<file path="config.mk">
export PLATFORM = sky130hd
export DESIGN_NAME = wait_state_sequencer
export DESIGN_NICKNAME = d
export VERILOG_FILES = /design/src/rtl/wait_state_sequencer.sv
export SDC_FILE = /design/constraint.sdc
export NUM_CORES = 1
export LEC_CHECK = 0
export CAP_MARGIN = 40
export CORE_MARGIN = 10
export CORE_UTILIZATION = 45
export CTS_CLUSTER_DIAMETER = 30
export DETAILED_ROUTE_END_ITERATION = 10
export PLACE_DENSITY = 0.79
export RECOVER_POWER = 25
export SLEW_MARGIN = 30
export SYNTH_ARGS = -nofsm -noshare
export SYNTH_HDL_FRONTEND = slang
export SYNTH_SLANG_ARGS = --single-unit
</file>
<file path="constraint.sdc">
create_clock -name clock_i -period 1.95 [get_ports clock_i]
set_clock_uncertainty 0.05 [all_clocks]
set_input_delay 0.39 -clock clock_i [delete_from_list [all_inputs] [get_ports clock_i]]
set_output_delay 0.39 -clock clock_i [all_outputs]
set_load 0.01 [all_outputs]
</file>
<file path="src/rtl/wait_state_sequencer.sv">
// Fetch/decode/execute control sequencer with memory wait states, bus timeout
// into a sticky error state, branch/jump/halt opcodes and a halted state.
module wait_state_sequencer #(
    parameter int WORD_W  = 8,
    parameter int OP_W    = 4,
    parameter int TIMEOUT = 15
) (
    input  logic            clock_i,
    input  logic            reset_i,
    input  logic            z_flag_i,
    input  logic [OP_W-1:0] op_i,
    input  logic            mem_ready_i,
    output logic            ACC_bus_o,
    output logic            load_ACC_o,
    output logic            PC_bus_o,
    output logic            load_PC_o,
    output logic            load_IR_o,
    output logic            load_MAR_o,
    output logic            MDR_bus_o,
    output logic            load_MDR_o,
    output logic            ALU_ACC_o,
    output logic            ALU_add_o,
    output logic            ALU_sub_o,
    output logic            ALU_xor_o,
    output logic            ALU_inc_o,
    output logic            INC_PC_o,
    output logic            Addr_bus_o,
    output logic            CS_o,
    output logic            R_NW_o,
    output logic            halted_o,
    output logic            bus_error_o
);

    if (OP_W < 4 || WORD_W < 1) begin : g_bad_param
        $error("wait_state_sequencer: OP_W must be >= 4 and WORD_W >= 1");
    end

    localparam int CNT_W = (TIMEOUT < 1) ? 1 : $clog2(TIMEOUT + 1);
    localparam logic [CNT_W-1:0] TO_MAX  = CNT_W'(TIMEOUT);
    localparam logic [CNT_W-1:0] CNT_SAT = '1;

    typedef enum logic [3:0] {
        S_F0, S_F1, S_F2, S_DEC, S_ST0, S_ST1, S_RD,
        S_LD, S_EXE, S_BR, S_HLT, S_ERR
    } state_t;

    state_t           state_q, state_d;
    logic [CNT_W-1:0] cnt_q, cnt_d;

    // Full-width compare, so any set bit above the 4-bit code makes it a NOP.
    logic op_load, op_store, op_add, op_sub, op_xor, op_inc;
    logic op_bne, op_beq, op_jmp, op_halt, op_alu, op_br, op_rd;

    always_comb begin
        op_load  = (op_i == OP_W'(0));
        op_store = (op_i == OP_W'(1));
        op_add   = (op_i == OP_W'(2));
        op_sub   = (op_i == OP_W'(3));
        op_xor   = (op_i == OP_W'(4));
        op_inc   = (op_i == OP_W'(5));
        op_bne   = (op_i == OP_W'(6));
        op_beq   = (op_i == OP_W'(7));
        op_jmp   = (op_i == OP_W'(8));
        op_halt  = (op_i == OP_W'(15));
        op_alu   = op_add | op_sub | op_xor | op_inc;
        op_br    = op_bne | op_beq | op_jmp;
        op_rd    = op_load | op_alu | op_br;
    end

    logic wait_st, timeout_hit;

    always_comb begin
        wait_st     = (state_q == S_F1) || (state_q == S_ST1) || (state_q == S_RD);
        timeout_hit = (TIMEOUT != 0) && wait_st && !mem_ready_i && (cnt_q == TO_MAX);
    end

    always_ff @(posedge clock_i) begin
        if (reset_i) begin
            state_q <= S_F0;
            cnt_q   <= '0;
        end else begin
            state_q <= state_d;
            cnt_q   <= cnt_d;
        end
    end

    always_comb begin
        state_d = state_q;
        unique case (state_q)
            S_F0:  state_d = S_F1;
            S_F1:  if (mem_ready_i) state_d = S_F2;
            S_F2:  state_d = S_DEC;
            S_DEC: begin
                if (op_store)     state_d = S_ST0;
                else if (op_halt) state_d = S_HLT;
                else if (op_rd)   state_d = S_RD;
                else              state_d = S_F0;
            end
            S_ST0: state_d = S_ST1;
            S_ST1: if (mem_ready_i) state_d = S_F0;
            S_RD: begin
                if (mem_ready_i) begin
                    if (op_load)                  state_d = S_LD;
                    else if (op_alu)              state_d = S_EXE;
                    else if (op_jmp)              state_d = S_BR;
                    else if (op_bne && !z_flag_i) state_d = S_BR;
                    else if (op_beq && z_flag_i)  state_d = S_BR;
                    else                          state_d = S_F0;
                end
            end
            S_LD, S_EXE, S_BR: state_d = S_F0;
            S_HLT: state_d = S_HLT;
            S_ERR: state_d = S_ERR;
            default: state_d = S_F0;
        endcase
        if (timeout_hit) state_d = S_ERR;
    end

    // Count only while stalling in the same wait state; any other path
    // clears it, which also gives the clear-on-entry behaviour.
    always_comb begin
        cnt_d = '0;
        if (wait_st && !mem_ready_i && state_d == state_q)
            cnt_d = (cnt_q == CNT_SAT) ? cnt_q : cnt_q + 1'b1;
    end

    always_comb begin
        ACC_bus_o   = 1'b0;
        load_ACC_o  = 1'b0;
        PC_bus_o    = 1'b0;
        load_PC_o   = 1'b0;
        load_IR_o   = 1'b0;
        load_MAR_o  = 1'b0;
        MDR_bus_o   = 1'b0;
        load_MDR_o  = 1'b0;
        ALU_ACC_o   = 1'b0;
        ALU_add_o   = 1'b0;
        ALU_sub_o   = 1'b0;
        ALU_xor_o   = 1'b0;
        ALU_inc_o   = 1'b0;
        INC_PC_o    = 1'b0;
        Addr_bus_o  = 1'b0;
        CS_o        = 1'b0;
        R_NW_o      = 1'b0;
        halted_o    = 1'b0;
        bus_error_o = 1'b0;
        if (!reset_i) begin
            unique case (state_q)
                S_F0: begin
                    PC_bus_o   = 1'b1;
                    load_MAR_o = 1'b1;
                    INC_PC_o   = 1'b1;
                    load_PC_o  = 1'b1;
                end
                S_F1, S_RD: begin
                    CS_o   = 1'b1;
                    R_NW_o = 1'b1;
                end
                S_F2: begin
                    MDR_bus_o = 1'b1;
                    load_IR_o = 1'b1;
                end
                S_DEC: begin
                    Addr_bus_o = 1'b1;
                    load_MAR_o = 1'b1;
                end
                S_ST0: begin
                    ACC_bus_o  = 1'b1;
                    load_MDR_o = 1'b1;
                end
                S_ST1: CS_o = 1'b1;
                S_LD: begin
                    MDR_bus_o  = 1'b1;
                    load_ACC_o = 1'b1;
                end
                S_EXE: begin
                    MDR_bus_o  = 1'b1;
                    ALU_ACC_o  = 1'b1;
                    load_ACC_o = 1'b1;
                    ALU_add_o  = op_add;
                    ALU_sub_o  = op_sub;
                    ALU_xor_o  = op_xor;
                    ALU_inc_o  = op_inc;
                end
                S_BR: begin
                    MDR_bus_o = 1'b1;
                    load_PC_o = 1'b1;
                end
                S_HLT: halted_o = 1'b1;
                S_ERR: begin
                    halted_o    = 1'b1;
                    bus_error_o = 1'b1;
                end
                default: ;
            endcase
        end
    end

endmodule

</file>
======== Word level (Yosys, flattened, before mapping) ========
Index checks and enable logic that the tools add are counted.
storage, ports and cells
  register bits after elaboration ......... 8
  bits in latches ......................... 0
  memory bits (writable) .................. 0
  ROM bits ................................ 0
  input bits .............................. 8
  output and inout port bits .............. 19
  logic and storage cells ................. 99
  memories ................................ 0
cells by class
  $add $sub $neg .......................... 1
  $mul .................................... 0
  divide/modulo/power cells ............... 0
  $lt $le $gt $ge ......................... 0
  equal/unequal tests ..................... 22
  shift operators ......................... 0
  multiplexer cells ....................... 47
  bitwise logic cells ..................... 8
  reduce and logical (&&, ||, !) cells .... 19
operators with widths
  kind                                                 number
  two-way mux 4 bit                                    11
  one-hot mux 4 bit (9 select lines)                   1
  two-way mux 1 bit                                    34
  equality test 4 x 3 -> 1 bit, second input constant  8
  equality test 4 bit, second input constant           7
  equality test 4 x 2 -> 1 bit, second input constant  4
  OR reduction 2 bit                                   6
  equality test 4 x 1 -> 1 bit, second input constant  2
  logical NOT 4 bit                                    2
  bitwise OR 1 bit                                     7
  logical AND 1 bit                                    5
  adder 4 x 1 -> 4 bit, second input constant          1
  equality test 4 bit                                  1
  OR reduction 4 bit                                   1
  two-way mux 3 bit                                    1
  OR reduction 3 bit                                   1
  logical NOT 1 bit                                    2
  logical OR 1 bit                                     2
  NOT 1 bit                                            1

======== Logic depth before layout (Yosys ltp) ========
Gate-level depths: netlist of the first run.
  word-level depth ........................ 15
  depth in mapped cells ................... 6
  mapped depth without buffers ............ 5

======== Worst setup path before layout of the first run ========
Ideal clock, no wire load.
  path type ............................... flip-flop to output port
  start point ............................. register state_q[3]
  end point ............................... output port load_MAR_o
  arrival time ............................ 1536 ps
  required time ........................... 1510 ps
  path slack .............................. -26 ps
  stages on the path, launching flop included .. 6
  buffers on the path ..................... 2
  cell sequence ........................... dfxtp_1 > buf_2 > or2_2 > clkbuf_1 > nor4_1 > or2_2
on the way
  longest elaborated chain between the ends .. 4
  elaborated cells on any way between the ends .. 5
  those cells by class .................... 1 x eq/ne; 2 x mux; 2 x reduce/logical
ends and longest elaborated chain
  element                                                            line  source
  from (decl)                                                        47    state_t state_q, state_d;
  from (signal assigned)                                             82    state_q <= state_d;
  equality test 4 x 2 -> 1 bit or logical NOT 4 bit (tied branches)  148   unique case (state_q)
  OR reduction 2 bit (no line) (*)                                   -
  two-way mux 1 bit (*)                                              148
  two-way mux 1 bit (*)                                              147   if (!reset_i) begin
  to (decl)                                                          18    output logic load_MAR_o,
Every way passes the cells marked *; elsewhere a longest branch is shown, timed or not.

======== Worst setup path after layout of the first run ========
  start point ............................. register state_q[1]
  end point ............................... output port PC_bus_o
on the way
  longest elaborated chain between the ends .. 3
ends and longest elaborated chain
  element            line  source
  logical NOT 4 bit  148
  two-way mux 1 bit  148
  two-way mux 1 bit  147
  to (decl)          15    output logic PC_bus_o,
Every way passes these cells.

==> metrics.txt, run 1 <==
Synth Warn #=0; Top delay family on crit path=buffers and inverters; DR vias=1081; Seq/Total Area, Yosys=19.75%; wire per inst=14.96 µm; Synth Register Bits=8; Leakage=0.5647 nW; htree depth=1; critical path fanouts, max=7; Mapped Avg Cell Area=7.112 µm²; commonest non-fill, non-tap cell in the layout=buf_4; GRT overflow=0; Startpoint Class=flop; Worst-path clk slew=50 ps; WP depth=4; worst-case hold slack=522.6 ps; Synth Area in XOR/XNOR=2.160%; Cell Chain, Critical Path=buf_4 -> nor4_4 -> buf_4 -> clkdlybuf4s15_1; die area=3899 µm²; Worst path max stage delay=380 ps; Ant. Diodes=0; Sum Neg Setup Slack=0 ps; cell count after synthesis=114; maximum clock frequency=around 530 MHz; worst path arrival time=1460 ps; largest family of logic cells by synthesized area=simple AND/OR/NAND/NOR gates; Die Ht=62.45 µm; VDD IR max=0.0002600 V; antenna violations before repair=0; CTS tree=yes; worst reg-to-reg setup slack=180 ps; CP Capture Type=output port; minimum clock period=around 1900 ps; Slew Limit Fails=0; Worst Path Buf+Inv=3; most common flop cell mapped by yosys=dfxtp_1; # IOs=27; share of the synthesized area in the top cell type=19.75%; Vias/cell=5.750; Post-synth ARST share=0%; # rows=15; adder-cell area share of the yosys netlist=2.778%; Worst Hold Class=reg2reg; Tot GR Track Use=13.02%; proportion of synthesized area in mux cells=between 2 and 2.5%; Iteration-0 DRC Markers=64; total power=between 0.5 and 0.6 mW; core area=approximately 1700 µm²; Finish-stage setup viols=0; vias in the first global route=around 1.0k; GP Congestion=between 0.8 and 0.9; simple-gate share of the synthesized area=a little over a third; post-route cell area=~1400 µm²; Synth Area in Compound Gates=27.47%; pin count of the biggest net entering global routing=13; synth unique cells=44; Max-cap violations=0; Initial DRT Pass Iterations=4; filler instances=128; clock buffer depth=2; setup ws final=54.60 ps; final hold vios=0; WL final=~2800 µm; Post-Place Worst Slack=-512.7 ps; Slew @ Worst Pin=379.9 ps; Crit-path slowest cell=dfxtp_4; Crit path top cell by count=buf_4; Period Utilization, post-route=97.20%; DR DRC count=0; Initial Utilization=46.96%; Root Buffer=clkbuf_4; clock sinks=8; Area Overhead vs Synth=67.59%; Clk Latency, worst-skew pair=260 ps; Worst Path Required=1510 ps; syn nets=123; leading area contributor after synthesis=dfxtp_1; Die Width=62.45 µm; RSZ-0062 raised after global routing=yes; crit path kind=reg2out; placed cell area=~1300 µm²; fin nets=174; pwr dens=between 300 and 400 nW/µm²; Post-synth EDFFs=0; first-pass GRT wire length=4498 µm; Slew HR=between 70% and 80%; share of layout cells above drive strength 1=between 40% and 50%; ANT nets after route=0; DP HPWL=2127 µm; Post-CTS Hold Fix Bufs=0; status=completed; Buffers on Ports=26; Synth area leaders=dfxtp_1 (20%), nor2_1 (5.1%), a21oi_1 (4.3%), nor3_1 (3.7%), o31ai_1 (3.7%); CTS Buf Count=3; FF-to-FF path depth=6; Synth Cell Area=810.8 µm²; hold path cells=2; most frequent cells in the layout=buf_4 (28), nor2_1 (11), dlygate4sd2_1 (7)
==> sequential cells by signal, summed over array words and instances (netlist names) <==
name and flops:
cnt_q 4, state_q 4
==> synthesized netlist by cell type (2+ instances only) <==
cell and instances:
clkbuf_1 6, nor3b_1 2, o21a_1 2, a31oi_1 2
o31ai_1 4, or3_1 2, nand4bb_1 2, buf_2 2
o21ai_0 5, nor2b_1 2, dfxtp_1 8, mux2i_1 2
nand2b_1 2, buf_4 2, inv_1 6, nand3_1 4
a2111oi_0 2, nor3_1 6, nand3b_1 3, nand2_1 6
or4_1 2, a21oi_1 7, nor4_1 3, or2_2 2
nor2_1 11
==> layout make-up <==
type                       count  area (µm²)  area share (%)
multi-input combinational     89       665.6           48.99
timing repair buffer          57       444.2           32.69
inverter                       6       22.52           1.657
tap                           25       31.28           2.302
sequential                     8       172.7           12.71
clock buffer                   3       22.52           1.657
==> worst paths after layout <==
path | endpoint | start
max | PC_bus_o | state_q[1]$_SDFF_PP0_
min | cnt_q[1]$_SDFFE_PP0P_ | cnt_q[1]$_SDFFE_PP0P_
max reg2reg | cnt_q[3]$_SDFFE_PP0P_ | state_q[0]$_SDFF_PP0_
min reg2reg | cnt_q[1]$_SDFFE_PP0P_ | cnt_q[1]$_SDFFE_PP0P_
==> layer usage <==
metal	track usage [%]	vias up	part of all wire, %
met5	0	-	0
met1	14.14	510	42
li1	-	523	-
met2	24.36	42	51
met3	2.151	6	4.8
met4	4.749	0	1.9
==> cell families after synthesis <==
family | count (synthesis)
multiplexers | 2
XOR/XNOR | 2
flip-flops | 8
adder cells (fa/ha/maj) | 2
AND/OR/NAND/NOR | 51
AO/OA/AOI/OAI | 32
buffers and inverters | 17
==> tightest hold or removal path, cell delays in order, from the launching register on <==
cell	delay (ps)
dfxtp_1	330
mux2i_1	140
nor2_1	50
==> metrics by stage <==
| step | utilization [%] | std cells |
|---|---|---|
| detailed placement | 73.41 | 183 |
| global placement | 73.41 | 183 |
| finish | 78.70 | 188 |
| CTS | 76.67 | 188 |
| floorplan | - | 114 |
| global route | 78.70 | 188 |
==> power breakdown <==
part	total (mW)	switching (mW)	internal [mW]
clock network	0.129	0.0585	0.0706
logic	0.228	0.110	0.117
registers	0.179	0.0111	0.168
==> repair_timing <==
action | in CTS | in global routing
setup endpoints to repair | 19 | 13
resized for setup | 56 | 28
buffers inserted | 2 | 0
endpoints found under the hold margin | 0 | 0
pin swaps | 2 | 1
Note: power is estimated with default switching activity, not from simulation.
==> run 2, diff against run 1 <==
--- a/config.mk
+++ b/config.mk
@@ -6,11 +6,12 @@
 export NUM_CORES = 1
 export LEC_CHECK = 0
 export CAP_MARGIN = 40
+export CORE_ASPECT_RATIO = 0.9
 export CORE_MARGIN = 10
 export CORE_UTILIZATION = 45
 export CTS_CLUSTER_DIAMETER = 30
 export DETAILED_ROUTE_END_ITERATION = 10
-export PLACE_DENSITY = 0.79
+export PLACE_DENSITY = 0.8
 export RECOVER_POWER = 25
 export SLEW_MARGIN = 30
 export SYNTH_ARGS = -nofsm -noshare
==> metrics.txt, run 2 (synthesis gave the netlist of run 1 again) <==
filler instances=104 (-19%); Slew @ Worst Pin=388.3 ps (+8.380 ps); # rows=14 (-1); Worst path max stage delay=360 ps (-20 ps); Die Ht=60.27 µm (-3.5%); most frequent cells in the layout=buf_4 (33), nor2_1 (10), a21oi_1 (7), buf_6 (7), buf_2 (6); Seq pwr share=31.2% (-2.2 points); GRT overflow=0 (unchanged); Initial Utilization=47.72% (+0.76 points); final hold vios=0 (unchanged); share of layout cells above drive strength 1=42.11% (+1.0 points); first-pass GRT wire length=5106 µm (+14%); Root Buffer=clkbuf_4; # IOs=27 (unchanged); hold path cells=2 (unchanged); critical path fanouts, max=5 (-2); Startpoint Class=flop; fin nets=182 (+4.6%); Buffers on Ports=26 (unchanged); Slew Limit Fails=0 (unchanged); Inst Count DP=184 (+0.55%); Slew HR=73.44% (-0.57 points); Cell Chain, Critical Path=buf_6 -> buf_4 -> nor4_4 -> or2_4 -> clkdlybuf4s15_2; pwr dens=410.2 nW/µm² (+4.0%); Finish-stage setup viols=1 (+1); Vias/cell=5.892 (+2.5%); pin count of the biggest net entering global routing=16 (+3); wire per inst=17.42 µm (+16%); CTS Buf Count=3 (unchanged); RSZ-0062 raised after global routing=yes; post-route cell area=1413 µm² (+4.0%); DR vias=1149 (+6.3%); FF-to-FF path depth=6 (unchanged); Period Utilization, post-route=103.8% (+6.6 points); WL final=3396 µm (+21%); ANT nets after route=0 (unchanged); DR DRC count=0 (unchanged); Ant. Diodes=0 (unchanged); Worst Path Required=1510 ps (about the same); Area Overhead vs Synth=74.23%; Largest regs=cnt_q x4, state_q x4; setup ws final=-74.74 ps (-129.3 ps); htree depth=1 (unchanged); Worst-path clk slew=70 ps (+20 ps); clock buffer depth=2 (unchanged); placed cell area=1281 µm² (+1.1%); die area=3902 µm² (about the same); GP Congestion=0.8642 (-1.9%); Leakage=0.6191 nW (+9.6%); failing checks=negative setup slack; CTS tree=yes; DP HPWL=2240 µm (+5.3%); CP Capture Type=output port; commonest non-fill, non-tap cell in the layout=buf_4; Crit-path slowest cell=dfxtp_2; antenna violations before repair=0 (unchanged); maximum clock frequency=493.9 MHz (-6.4%); minimum clock period=2025 ps (+129.3 ps); Iteration-0 DRC Markers=76 (+19%); core area=1699 µm² (-1.6%); Clk Latency, worst-skew pair=280 ps (+20 ps); VDD IR max=0.0003858 V (+48%); Sum Neg Setup Slack=-74.74 ps (-74.74 ps); crit path kind=reg2out; clock sinks=8 (unchanged); Worst Hold Class=reg2reg; worst path arrival time=1580 ps (+120 ps); fin cells=195 (+3.7%); Initial DRT Pass Iterations=4 (unchanged); Cell Int Power=0.3812 mW (+7.1%); Max-cap violations=0 (unchanged); vias in the first global route=1125 (+8.9%); Tot GR Track Use=16.07% (+3.0 points); Comb pwr share=44.5% (+2.0 points); Sw Share=34.21% (+0.62 points); clock group share of total power=24.4% (+0.3 points); worst-case hold slack=537.2 ps (+14.62 ps); Net Switching=0.1982 mW (+10%); Die Width=64.74 µm (+3.7%); status=finished, violations left
-- run 2: cell types whose count changed in the layout (fill, tap and decap cells not counted), moves of 3 or more --
cell | before | now
dlygate4sd2_1 | 7 | 4
dlymetal6s2s_1 | 0 | 3
buf_6 | 3 | 7
clkbuf_2 | 6 | 3
clkbuf_1 | 0 | 3
buf_4 | 28 | 33
-- run 2: worst max-delay path: cells and delay by family, from the launching register on --
kind / cells / cell delay (ps)
buf+inv: 3 / 480
simple gates: 2 / 470
flops: 1 / 360
-- run 2: power groups by stage --
stage / logic, mW / clock network [mW] / registers, mW
6_report: 0.258 / 0.141 / 0.180
4_1_cts: 0.246 / 0.136 / 0.178
2_1_floorplan: 0.101 / 0 / 0.179
3_5_place_dp: 0.222 / 0 / 0.180
5_1_grt: 0.276 / 0.145 / 0.181
3_3_place_gp: 0.215 / 0 / 0.180
-- run 2: routing by layer --
metal  track usage [%]  share of wire [%]  wire length [µm]  vias up
li1                  -                  -                 -      539
met5                 0                  0                 0        -
met4             7.012                4.2               141        0
met3             3.738                7.6               258       16
met1             16.13                 39              1318      514
met2             31.04                 49              1678       80
-- run 2: timing repair --
| action | in CTS | in global routing |
|---|---|---|
| pin swaps | 2 | 5 |
| hold buffers | 0 | 0 |
| gates resized for setup | 75 | 24 |
| setup endpoints to repair | 19 | 16 |
| endpoints found under the hold margin | 0 | 0 |
| setup buffers | 9 | 0 |
-- run 2: area by class of cell --
cell class	count	area, µm²	area share, %
clock buffers	3	22.52	1.594
well taps	24	30.03	2.126
multi-input cells	89	651.9	46.15
repair buffers	65	518.0	36.67
flip-flops and latches	8	167.7	11.87
inverters	6	22.52	1.594
-- run 2: final timing paths --
kind	from	end	slack (ps)
hold / removal	cnt_q[1]$_SDFFE_PP0P_	cnt_q[1]$_SDFFE_PP0P_	540
setup reg to reg	state_q[0]$_SDFF_PP0_	cnt_q[3]$_SDFFE_PP0P_	110
setup / recovery	state_q[2]$_SDFF_PP0_	load_MAR_o	-70
hold reg to reg	cnt_q[1]$_SDFFE_PP0P_	cnt_q[1]$_SDFFE_PP0P_	540
-- run 2: through the flow --
stage / utilization (%) / power, mW / setup WS [ps]
after floorplan: - / 0.2804 / 6.762
after global placement: 75.41 / 0.3945 / -456.2
after detailed placement: 75.41 / 0.4024 / -532.8
after CTS: 81.96 / 0.5603 / -88.00
after global routing: 83.14 / 0.6026 / -86.47
final: 83.14 / 0.5794 / -74.74
==> variant 1, RTL diff (config.mk and constraints of run 2) <==
Reset style: asynchronous (`reset_i`), changed in one clocked block.
--- a/src/rtl/wait_state_sequencer.sv
+++ b/src/rtl/wait_state_sequencer.sv
@@ -74,7 +74,7 @@
         timeout_hit = (TIMEOUT != 0) && wait_st && !mem_ready_i && (cnt_q == TO_MAX);
     end
 
-    always_ff @(posedge clock_i) begin
+    always_ff @(posedge clock_i or posedge reset_i) begin
         if (reset_i) begin
             state_q <= S_F0;
             cnt_q   <= '0;
Check against the original RTL: same outputs for any inputs over 10 cycles, from zero or initial values and one cycle with reset_i high; that may be too few to reach the edited logic, so the function may still have changed.
==> variant 1 against run 2 <==
- the run still ends with setup timing left
- synthesized cell count is 0.88% lower
- worst setup slack got worse by 0.012 ns
- routed wire length down 8.7%
- area after synthesis up 8.8%
- final area fell by 4.4%
- sequential share of layout area increased by 3.0 points
- core utilization down 12 points
- sequential cell count did not move
- largest cell class unchanged
- highest routed layer unchanged
Power is not compared: it rests on default switching activity, and its combinational part moved more than twofold at a synthesized area within 25%.
==> variant 1: results (changes against run 2) <==
vias in the first global route=995 (-12%); Non-clock buffering overhead=32.6% (-4.0 points); final setup margin=-0.0871 ns (-0.0123 ns); Worst Setup EP=ALU_xor_o; fin nets=172 (-5.5%); Final Non-Filler Cells=186 (-4.6%); failing checks=setup timing; Area contributors post-synth=dfrtp_1 23%, nor2_1 7.2%, buf_6 6.4%; Finish-stage setup viols=3 (+2); post-cts resize count=60 (-20%); reg2reg end=state_q[0]; CP max-delay cell=dfrtp_1; Mapped Cells=113 (-0.88%); placed cell count=178 (-3.3%); area of the multi-input gates=636 um^2 (-2.5%); postcts setup bufs=0 (-9); Filler cells=145 (+39%); R2R cell count=5 (-1); slew margin rel.=73.2% (-0.26 points); gpl congestion=0.928 (+7.4%); final wirelength=3.10 mm (-8.7%); Final Hold Slack=0.217 ns (-0.320 ns); status=finished, violations left; flop2flop setup slack=0.41 ns (+0.30 ns); worst-path fanout max=4 (-1); fraction of registers with async set/reset=100% (+100 points); CORE AREA=1900 um^2 (+12%); num sequential=8 (unchanged); non-clock buffer count=56 (-14%)
variant 1: changes by cell type in the layout (fill, tap and decap cells not counted), sizes merged, moves of 4 or more:
cell and change:
buf -7, dfrtp +8, dfxtp -8, nor2 +6, o22ai +4, o31ai -4
variant 1: where the power goes:
group	internal [mW]	switching, mW
logic	0.524	0.552
clock network	0.0711	0.0658
registers	0.211	0.0452
variant 1: cell families after synthesis:
group	after synthesis	share of synthesized area, %
and+or+nand+nor	58	37.7
AOI/OAI and AO/OA	28	23.1
adders and majority gates	1	1.42
buffers and inverters	16	12.9
xor gates and xnor gates	1	0.993
muxes	1	1.13
DFF	8	22.7
variant 1: metal layers:
| metal | vias up | track usage (%) | share of wire [%] |
|---|---|---|---|
| met3 | 5 | 3.41 | 6.1 |
| met2 | 35 | 24.7 | 50 |
| met1 | 532 | 17.6 | 42 |
| met5 | - | 0 | 0 |
| met4 | 0 | 6.27 | 2.0 |
| li1 | 508 | - | - |
==> variant 2, RTL diff (config.mk and constraints of run 2) <==
Made on the original files. `OP_W`: 4 -> 6.
--- a/src/rtl/wait_state_sequencer.sv
+++ b/src/rtl/wait_state_sequencer.sv
@@ -2,7 +2,7 @@
 // into a sticky error state, branch/jump/halt opcodes and a halted state.
 module wait_state_sequencer #(
     parameter int WORD_W  = 8,
-    parameter int OP_W    = 4,
+    parameter int OP_W    = 6,
     parameter int TIMEOUT = 15
 ) (
     input  logic            clock_i,
Interface: changed (resized op_i); port bits go from 27 to 29. No check against the original RTL was run, so the function may have changed too.
==> variant 2 against run 2 <==
- the flow still finishes with violations (setup timing)
- register-to-register slack got worse by 0.08 ns
- largest cell class unchanged
- area after synthesis grew 5.4%
- sequential cell count unchanged
- global-route usage hardly changed
- worst setup slack worse by 0.18 ns
- routed wire length up 5.3%
- final area increased by 6.2%
- die area rose by 3.7%
- total power fell by 6.3%
- clock power shrank 7%
- hold slack worse by 0.080 ns
==> variant 2: results (changes against run 2) <==
status=finished, violations left; failing checks=setup timing; Synth cell types=47 (+6.8%); Slew Viols, Final=0 (unchanged); leakage power=0.653 nW (+5.4%); dpl ws=-0.752 ns (-0.219 ns); CP max-delay cell=or4_4; Filler cells=88 (-15%); Commonest cells post-synth=14 x nor2_1, 9 x a21oi_1, 8 x dfxtp_1, 8 x nor3_1, 6 x nand2b_1; Detailed Place HPWL=2.30 mm (+2.9%); worst-path fanout max=2 (-3); Most used DFF post-synth=dfxtp_1; # diodes=0 (unchanged); Max VDD drop=464 uV (+20%); final setup margin=-0.254 ns (-0.179 ns); pin count of the biggest net entering global routing=13 (-3); hold buffers post-CTS=0 (unchanged); share of layout cells above drive strength 1=54.3% (+12 points); fraction of registers with async set/reset=0% (unchanged); 1st-pass router iterations=4 (unchanged); fraction of the yosys area taken by sequential cells=18.7% (-1.0 points); worst skew pair latency=0.26 ns (-0.02 ns); worst hold path class=flop to flop; Synth Warn #=0 (unchanged); DR iter-0 viols=83 (+9.2%); Clock Path Buffers=2 (unchanged); Area contributors post-synth=dfxtp_1 19%, nor2_1 6.1%, a21oi_1 5.3%; largest registers=cnt_q: 4 flops, state_q: 4 flops; first-pass GRT wire length=5.24 mm (+2.7%); via count=1139 (-0.87%); All-Layer GR Usage=16.1% (about the same); Net Count, Synth=123 (unchanged); Largest stage delay, worst path=0.51 ns (+0.15 ns); initial antenna violation count=0 (unchanged); CTS root buffer=clkbuf_4; IO buf count=28 (+7.7%); Worst-path clk slew=0.06 ns; gpl congestion=0.839 (-2.9%); Worst EP arrival=1.76 ns (+0.18 ns); Finish-stage setup viols=5 (+4); clock buffer count from CTS=3 (unchanged); final wirelength=3.58 mm (+5.3%); fin nets=186 (+2.2%); H-tree Lvls=1 (unchanged); slew margin rel.=72.8% (-0.68 points)
## variant 2: power by group
part | internal [mW] | total, mW | switching (mW)
Combinational | 0.130 | 0.240 | 0.111
Clock | 0.0707 | 0.131 | 0.0600
Sequential | 0.167 | 0.172 | 0.00471
## variant 2: area by class of cell
type | count | area, um^2 | area share (%)
Sequential cell | 8 | 168 | 11.2
Inverter | 5 | 18.8 | 1.25
Multi-Input combinational cell | 89 | 724 | 48.3
Timing Repair Buffer | 68 | 537 | 35.8
Tap cell | 24 | 30.0 | 2.00
Clock buffer | 3 | 22.5 | 1.50
## variant 2: through the flow
step / area [um^2] / std cells / TNS, ns / power, mW / utilization [%]
global route: 1500 / 197 / -1.32 / 0.569 / 86.5
finish: 1500 / 197 / -0.839 / 0.543 / 86.5
global placement: 1330 / 184 / -9.56 / 0.359 / 76.6
floorplan: 855 / 112 / 0 / 0.266 / -
detailed placement: 1330 / 184 / -10.17 / 0.365 / 76.6
CTS: 1430 / 197 / -0.776 / 0.521 / 82.3
## variant 2: path summary, 6_finish.rpt
check	start	to	slack (ns)	cells past startpoint
max	state_q[2]	ALU_inc_o	-0.25	4
min	cnt_q[0]	cnt_q[0]	0.46	1
max reg2reg	state_q[2]	state_q[1]	0.03	7
min reg2reg	cnt_q[0]	cnt_q[0]	0.46	1
## variant 2: logic make-up after synthesis
family	after synthesis	synth area share, %
buffers and inverters	15	9.52
adder cells (fa/ha/maj)	1	1.46
XOR/XNOR	2	2.05
flip-flops	8	18.7
AND/OR/NAND/NOR	56	42.2
multiplexers	1	1.17
AO/OA/AOI/OAI	29	24.9
## variant 2: routing by layer
| metal | GRT usage [%] | share of wire (%) |
|---|---|---|
| met1 | 18.0 | 40 |
| met2 | 30.2 | 53 |
| met3 | 2.36 | 5.7 |
| met4 | 6.27 | 1.4 |
| met5 | 0 | 0 |
## variant 2: repair_timing
item | CTS | global route
endpoints found under the setup margin | 20 | 23
cloned | 1 | 0
pin swaps | 8 | 7
resized for setup | 87 | 26
buffers inserted | 9 | 1
## variant 2: critical path: cells and delay by family (launching register included)
| family | cells | cell delay [ns] |
|---|---|---|
| flip-flops | 1 | 0.33 |
| AND/OR/NAND/NOR | 3 | 1.02 |
| buffers and inverters | 1 | 0.16 |
